## config.mk

```make
export PLATFORM = sky130hd
export DESIGN_NAME = clock_scan_display
export DESIGN_NICKNAME = d
export VERILOG_FILES = /design/src/rtl/clock_scan_display.sv
export SDC_FILE = /design/constraint.sdc
export NUM_CORES = 1
export LEC_CHECK = 0
export BUFFER_PORTS_ARGS = -buffer_cell sky130_fd_sc_hd__buf_2
export CAP_MARGIN = 40
export CORE_MARGIN = 1
export CORE_UTILIZATION = 60
export CTS_CLUSTER_SIZE = 16
export DETAILED_ROUTE_END_ITERATION = 8
export PLACE_DENSITY_LB_ADDON = 0.08
export SLEW_MARGIN = 20
export SYNTH_ARGS = -nofsm -noshare
export SYNTH_HDL_FRONTEND = slang
export SYNTH_SLANG_ARGS = --single-unit
export TNS_END_PERCENT = 100
```

## constraint.sdc

```tcl
create_clock -name clk -period 6.4 [get_ports clk]
set_input_delay 0.32 -clock clk [delete_from_list [all_inputs] [get_ports clk]]
set_output_delay 0.32 -clock clk [all_outputs]
set_load 0.1 [all_outputs]
```

## src/rtl/clock_scan_display.sv

```systemverilog
// Six-digit multiplexed common-anode 7-segment driver for the clock time digits.
// Snapshots the digits per scan frame, scans one digit per slot, and blinks the field being set.
module clock_scan_display #(
    parameter int SCAN_DIV  = 50000,
    parameter int BLINK_DIV = 250
) (
    input  logic       clk,
    input  logic       rst,
    input  logic [3:0] secL,
    input  logic [3:0] secH,
    input  logic [3:0] minL,
    input  logic [3:0] minH,
    input  logic [3:0] hourL,
    input  logic [3:0] hourH,
    input  logic       blink_en,
    input  logic [1:0] blink_sel,
    output logic [5:0] an,
    output logic [6:0] seg,
    output logic       dp
);

    localparam int DIV_W   = (SCAN_DIV > 1) ? $clog2(SCAN_DIV) : 1;
    localparam int BLINK_W = (BLINK_DIV > 1) ? $clog2(BLINK_DIV) : 1;
    localparam logic [DIV_W-1:0]   DIV_LAST   = DIV_W'(SCAN_DIV - 1);
    localparam logic [BLINK_W-1:0] BLINK_LAST = BLINK_W'(BLINK_DIV - 1);

    logic [DIV_W-1:0]   div_cnt_reg;
    logic [2:0]         idx_reg;
    logic [2:0]         idx_next;
    logic [BLINK_W-1:0] blink_cnt_reg;
    logic               blink_phase_reg;
    logic               blink_phase_next;
    logic [3:0]         digit_in   [6];
    logic [3:0]         digit_reg  [6];
    logic [3:0]         digit_next [6];
    logic               tick;
    logic               frame_start;
    logic               blink_wrap;
    logic               suppress;
    logic [1:0]         field_next;
    logic [3:0]         shown_digit;

    function automatic logic [6:0] decode(input logic [3:0] d);
        logic [6:0] pattern;
        case (d)
            4'd0:    pattern = 7'h40;
            4'd1:    pattern = 7'h79;
            4'd2:    pattern = 7'h24;
            4'd3:    pattern = 7'h30;
            4'd4:    pattern = 7'h19;
            4'd5:    pattern = 7'h12;
            4'd6:    pattern = 7'h02;
            4'd7:    pattern = 7'h78;
            4'd8:    pattern = 7'h00;
            4'd9:    pattern = 7'h10;
            default: pattern = 7'h7F;
        endcase
        return pattern;
    endfunction

    assign tick        = (div_cnt_reg == DIV_LAST);
    assign idx_next    = (idx_reg == 3'd5) ? 3'd0 : idx_reg + 3'd1;
    assign frame_start = tick && (idx_reg == 3'd5);

    assign digit_in[0] = secL;
    assign digit_in[1] = secH;
    assign digit_in[2] = minL;
    assign digit_in[3] = minH;
    assign digit_in[4] = hourL;
    assign digit_in[5] = hourH;

    // Bypass so the slot-0 digit shown on the frame-start edge is the freshly loaded one.
    generate
        for (genvar gi = 0; gi < 6; gi++) begin : g_snap
            assign digit_next[gi] = frame_start ? digit_in[gi] : digit_reg[gi];
        end
    endgenerate

    assign shown_digit      = digit_next[idx_next];
    assign blink_wrap       = (blink_cnt_reg == BLINK_LAST);
    assign blink_phase_next = (tick && blink_wrap) ? ~blink_phase_reg : blink_phase_reg;

    always_comb begin
        field_next = 2'd3;
        if (idx_next < 3'd2) begin
            field_next = 2'd1;
        end else if (idx_next < 3'd4) begin
            field_next = 2'd2;
        end
    end

    // blink_sel = 0 never matches a field, so it never suppresses.
    assign suppress = blink_en && blink_phase_next && (blink_sel == field_next);

    always_ff @(posedge clk or posedge rst) begin
        if (rst) begin
            div_cnt_reg     <= '0;
            idx_reg         <= 3'd5;
            blink_cnt_reg   <= '0;
            blink_phase_reg <= 1'b0;
            for (int i = 0; i < 6; i++) begin
                digit_reg[i] <= 4'hF;
            end
            an  <= 6'h3F;
            seg <= 7'h7F;
            dp  <= 1'b1;
        end else begin
            div_cnt_reg <= tick ? '0 : div_cnt_reg + DIV_W'(1);
            for (int i = 0; i < 6; i++) begin
                digit_reg[i] <= digit_next[i];
            end
            if (tick) begin
                idx_reg         <= idx_next;
                blink_cnt_reg   <= blink_wrap ? '0 : blink_cnt_reg + BLINK_W'(1);
                blink_phase_reg <= blink_phase_next;
                if (suppress) begin
                    an  <= 6'h3F;
                    seg <= 7'h7F;
                    dp  <= 1'b1;
                end else begin
                    an  <= ~(6'd1 << idx_next);
                    seg <= decode(shown_digit);
                    dp  <= !((idx_next == 3'd2) || (idx_next == 3'd4));
                end
            end
        end
    end

endmodule

```

==> out/results.tsv <==
stage	metric	value	unit
clock_tree	TritonCTS buffer count	9	
finish	n_diodes	0	
drt	starting DRC count in detailed routing	207	
finish	Layout area overhead	12.6	%
floorplan	Core Area	5510	µm²
setup_path	cells on worst reg2reg path	8	
power	NetSw	161	µW
power	sequential share of power	57.5	%
power	Logic pwr share	2.7	%
floorplan	io pins	43	
finish	layout cells sized above 1	38.6	%
global_route	vias in the first global route	2433	
setup_path	Crit-path slowest cell	dfstp_2	
sta	Slew @ Worst Pin	0.618	ns
floorplan	Die H	77.4	µm
sta	# setup viols final	0	
setup_path	Crit Reg-Reg Endpoint	seg[3]$_DFFE_PP1N_	
placement	Placed Area	3660	µm²
floorplan	Die X	77.4	µm
power	Pint	566	µW
setup_path	R2R setup slack	3.69	ns
worst_hold_path	HP Start	minL[1]	
synthesis	Avg Synthesized Cell Area	10.8	µm²
sta	Worst Clk Skew	0.0117	ns
setup_path	Crit. End Element	flip-flop	
power	Power per Cell Area	190	nW/µm²
finish	Non-Filler Instances	435	
clock_tree	CTS tree	built	
clock_tree	Clock Path Buffers	2	
clock_tree	Clock transition at path regs	0.07	ns
synthesis	register area share after synthesis	49.9	%
global_route	antenna violations before repair	0	
setup_path	cell family with most CP delay	compound AO/OA/AOI/OAI gates	
clock_tree	clock root buffer	clkbuf_8	
drt	vias	2445	
setup_path	CP Data Arrival Time	2.97	ns
finish	Multi-input gate area	1600	µm²
drt	1st-pass router iterations	4	
floorplan	row count	27	
synthesis	yosys warns	0	
floorplan	Die ar.	5990	µm²
setup_path	required time of the worst setup path	6.66	ns
placement	gpl congestion	0.893	
setup_path	CP Cell Sequence	mux2_2, a222oi_1, o211ai_2, inv_1, ha_1, o21ai_0, nand3_1, a31oi_1	
sta	setup TNS	0	ns
outcome	status	finished clean	
power	Clk pwr share	39.9	%
sta	Fin Hold WS	0.213	ns
power	Peak VDD IR	0.000162	V
global_route	largest net degree at the start of global routing	67	
clock_tree	postcts setup bufs	0	
floorplan	Starting Density	61.9	%
setup_path	CP max stage delay	0.77	ns
finish	commonest non-fill, non-tap cell in the layout	buf_2	
drt	vias per inst	5.62	
worst_hold_path	worst hold path endpoint	digit_reg[13]$_DFF_PP1_	
drt	post-route ant nets	0	
finish	final instance area	3840	µm²
synthesis	synthesized area	3410	µm²
setup_path	reg-to-reg startpoint	idx_reg[2]$_DFFE_PP1N_	
placement	placed insts	418	
finish	# fillers	438	
sta	Final Cycle Share	42.3	%
drt	DR DRC count	0	
sta	fin crit period	2.71	ns
sta	RSZ-0062 raised after global routing	no	
worst_hold_path	Hold Crit Depth	2	
synthesis	instance count of the mapped netlist	317	
setup_path	CP Class	reg -> reg	
finish	sequential cell area	1700	µm²
clock_tree	post_cts resized	0	
finish	max reg flops	24	
power	static leakage	0.00170	µW
global_route	GR Overflow Total	0	
finish	commonest cells after routing, fill and taps aside	buf_2 (42), dfstp_2 (40), nor2_1 (34)	
global_route	first-pass GRT wire length	11400	µm
sta	Hold Fails Final Rpt	0	
synthesis	synthesized flop and latch total	66	
sta	final slew viol count	0	
setup_path	Buf/Inv on CP	1	
setup_path	startpoint types	flip-flop	
power	Switching Fraction	22.2	%
drt	Avg WL per Cell	15.1	µm
worst_hold_path	HP Class	in -> reg	
flow_run	max-capacitance violation count	0	
synthesis	Synth Net Count	354	
synthesis	distinct cell type count after synthesis	51	
placement	Port Buffer Count	42	
global_route	total track usage	24.6	%
setup_path	crit path max fanout	22	
sta	Slew headroom	58.3	%
clock_tree	clk sinks	66	
placement	dpl hpwl	4680	µm
clock_tree	H-tree depth	3	
clock_tree	Skew-Pair Late Insertion Delay	0.34	ns
finish	nets	395	
clock_tree	hold buffer count at cts	0	
sta	Max Clock Freq	369	MHz
drt	DRT Wirelength	6560	µm
[cells by family (layout without fill, tap and decap cells)]
kind of cell,after synthesis,in the layout,share of synthesized area [%]
adder cells (fa/ha/maj),8,8,2.94
XOR/XNOR,17,17,4.37
buffers and inverters,24,70,3.16
multiplexers,33,33,10.9
AND/OR/NAND/NOR,112,112,17.3
flip-flops,66,66,49.9
AO/OA/AOI/OAI,57,57,11.4
[worst reg2reg max path, delay by kind of cell (launching register included)]
kind                     cells  cell delay [ns]
adder cells (fa/ha/maj)      1             0.24
flip-flops                   1             0.77
multiplexers                 1             0.39
AND/OR/NAND/NOR              1             0.10
AO/OA/AOI/OAI                4             0.97
buffers and inverters        1             0.17
[final cells by class]
class / instances / area share, %
multi-input combinational: 227 / 41.7
clock inverter: 3 / 0.457
tap: 72 / 2.35
sequential: 66 / 44.4
timing repair buffer: 46 / 6.69
inverter: 8 / 0.783
clock buffer: 13 / 3.62
[how the worst max path moves through the flow]
stage | start | to | depth (start not counted)
global placement | idx_reg[2]$_DFFE_PP1N_ | seg[3]$_DFFE_PP1N_ | 8
CTS | idx_reg[2]$_DFFE_PP1N_ | seg[3]$_DFFE_PP1N_ | 8
detailed placement | idx_reg[2]$_DFFE_PP1N_ | seg[3]$_DFFE_PP1N_ | 8
floorplan | idx_reg[2]$_DFFE_PP1N_ | seg[3]$_DFFE_PP1N_ | 9
finish | idx_reg[2]$_DFFE_PP1N_ | seg[3]$_DFFE_PP1N_ | 8
global route | div_cnt_reg[0]$_DFF_PP0_ | seg[5]$_DFFE_PP1N_ | 11
[per-stage QoR]
stage | total power [µW] | worst slack (ns) | utilization, %
floorplan | 432 | 4.06 | -
global placement | 443 | 3.76 | 66.3
detailed placement | 444 | 3.73 | 66.5
CTS | 735 | 3.71 | 69.3
global route | 752 | 3.43 | 69.7
finish | 728 | 3.69 | 69.7
[metal layers]
layer | track usage, % | vias up | part of all wire [%]
li1 | - | 1222 | -
met1 | 32.2 | 1173 | 48
met2 | 39.0 | 42 | 48
met3 | 4.47 | 8 | 2.8
met4 | 12.6 | 0 | 1.2
met5 | 0 | - | 0
[synthesized netlist by cell type, drive strengths merged]
master,instances,area share [%]
dfstp,40,31
nor2,35,3.9
mux2,31,10
dfrtp,26,19
nand2,25,2.8
o21ai,17,2.5
nand3,16,2.3
a31oi,14,2.6
buf,10,1.6
xor2,9,2.3
a21oi,8,1.2
ha,8,2.9
inv,8,0.88
xnor2,8,2.1
nand4,7,1.7
and3,6,1.1
clkbuf,6,0.66
nor3,5,1.1
nand3b,4,0.88
and2,3,0.62
a211o,2,0.51
a22o,2,0.51
a22oi,2,0.44
and4b,2,0.59
mux2i,2,0.59
nor2b,2,0.37
o211ai,2,0.59
or3,2,0.37
a221oi,1,0.44
a222oi,1,0.29
a41o,1,0.29
and3b,1,0.26
and4,1,0.26
and4bb,1,0.37
nand2b,1,0.18
nor4,1,0.62
o2111ai,1,0.26
o211a,1,0.29
o21a,1,0.22
o21bai,1,0.55
o221ai,1,0.26
o31a,1,0.26
o31ai,1,0.22
[power groups by stage]
stage	logic, µW	registers [µW]	clock network (µW)
after floorplan	6.86	425	0
after global placement	18.3	425	0
after detailed placement	18.5	425	0
after CTS	18.6	418	298
after global routing	22.3	418	312
final	19.3	418	290
(Power assumes the default switching activity.)
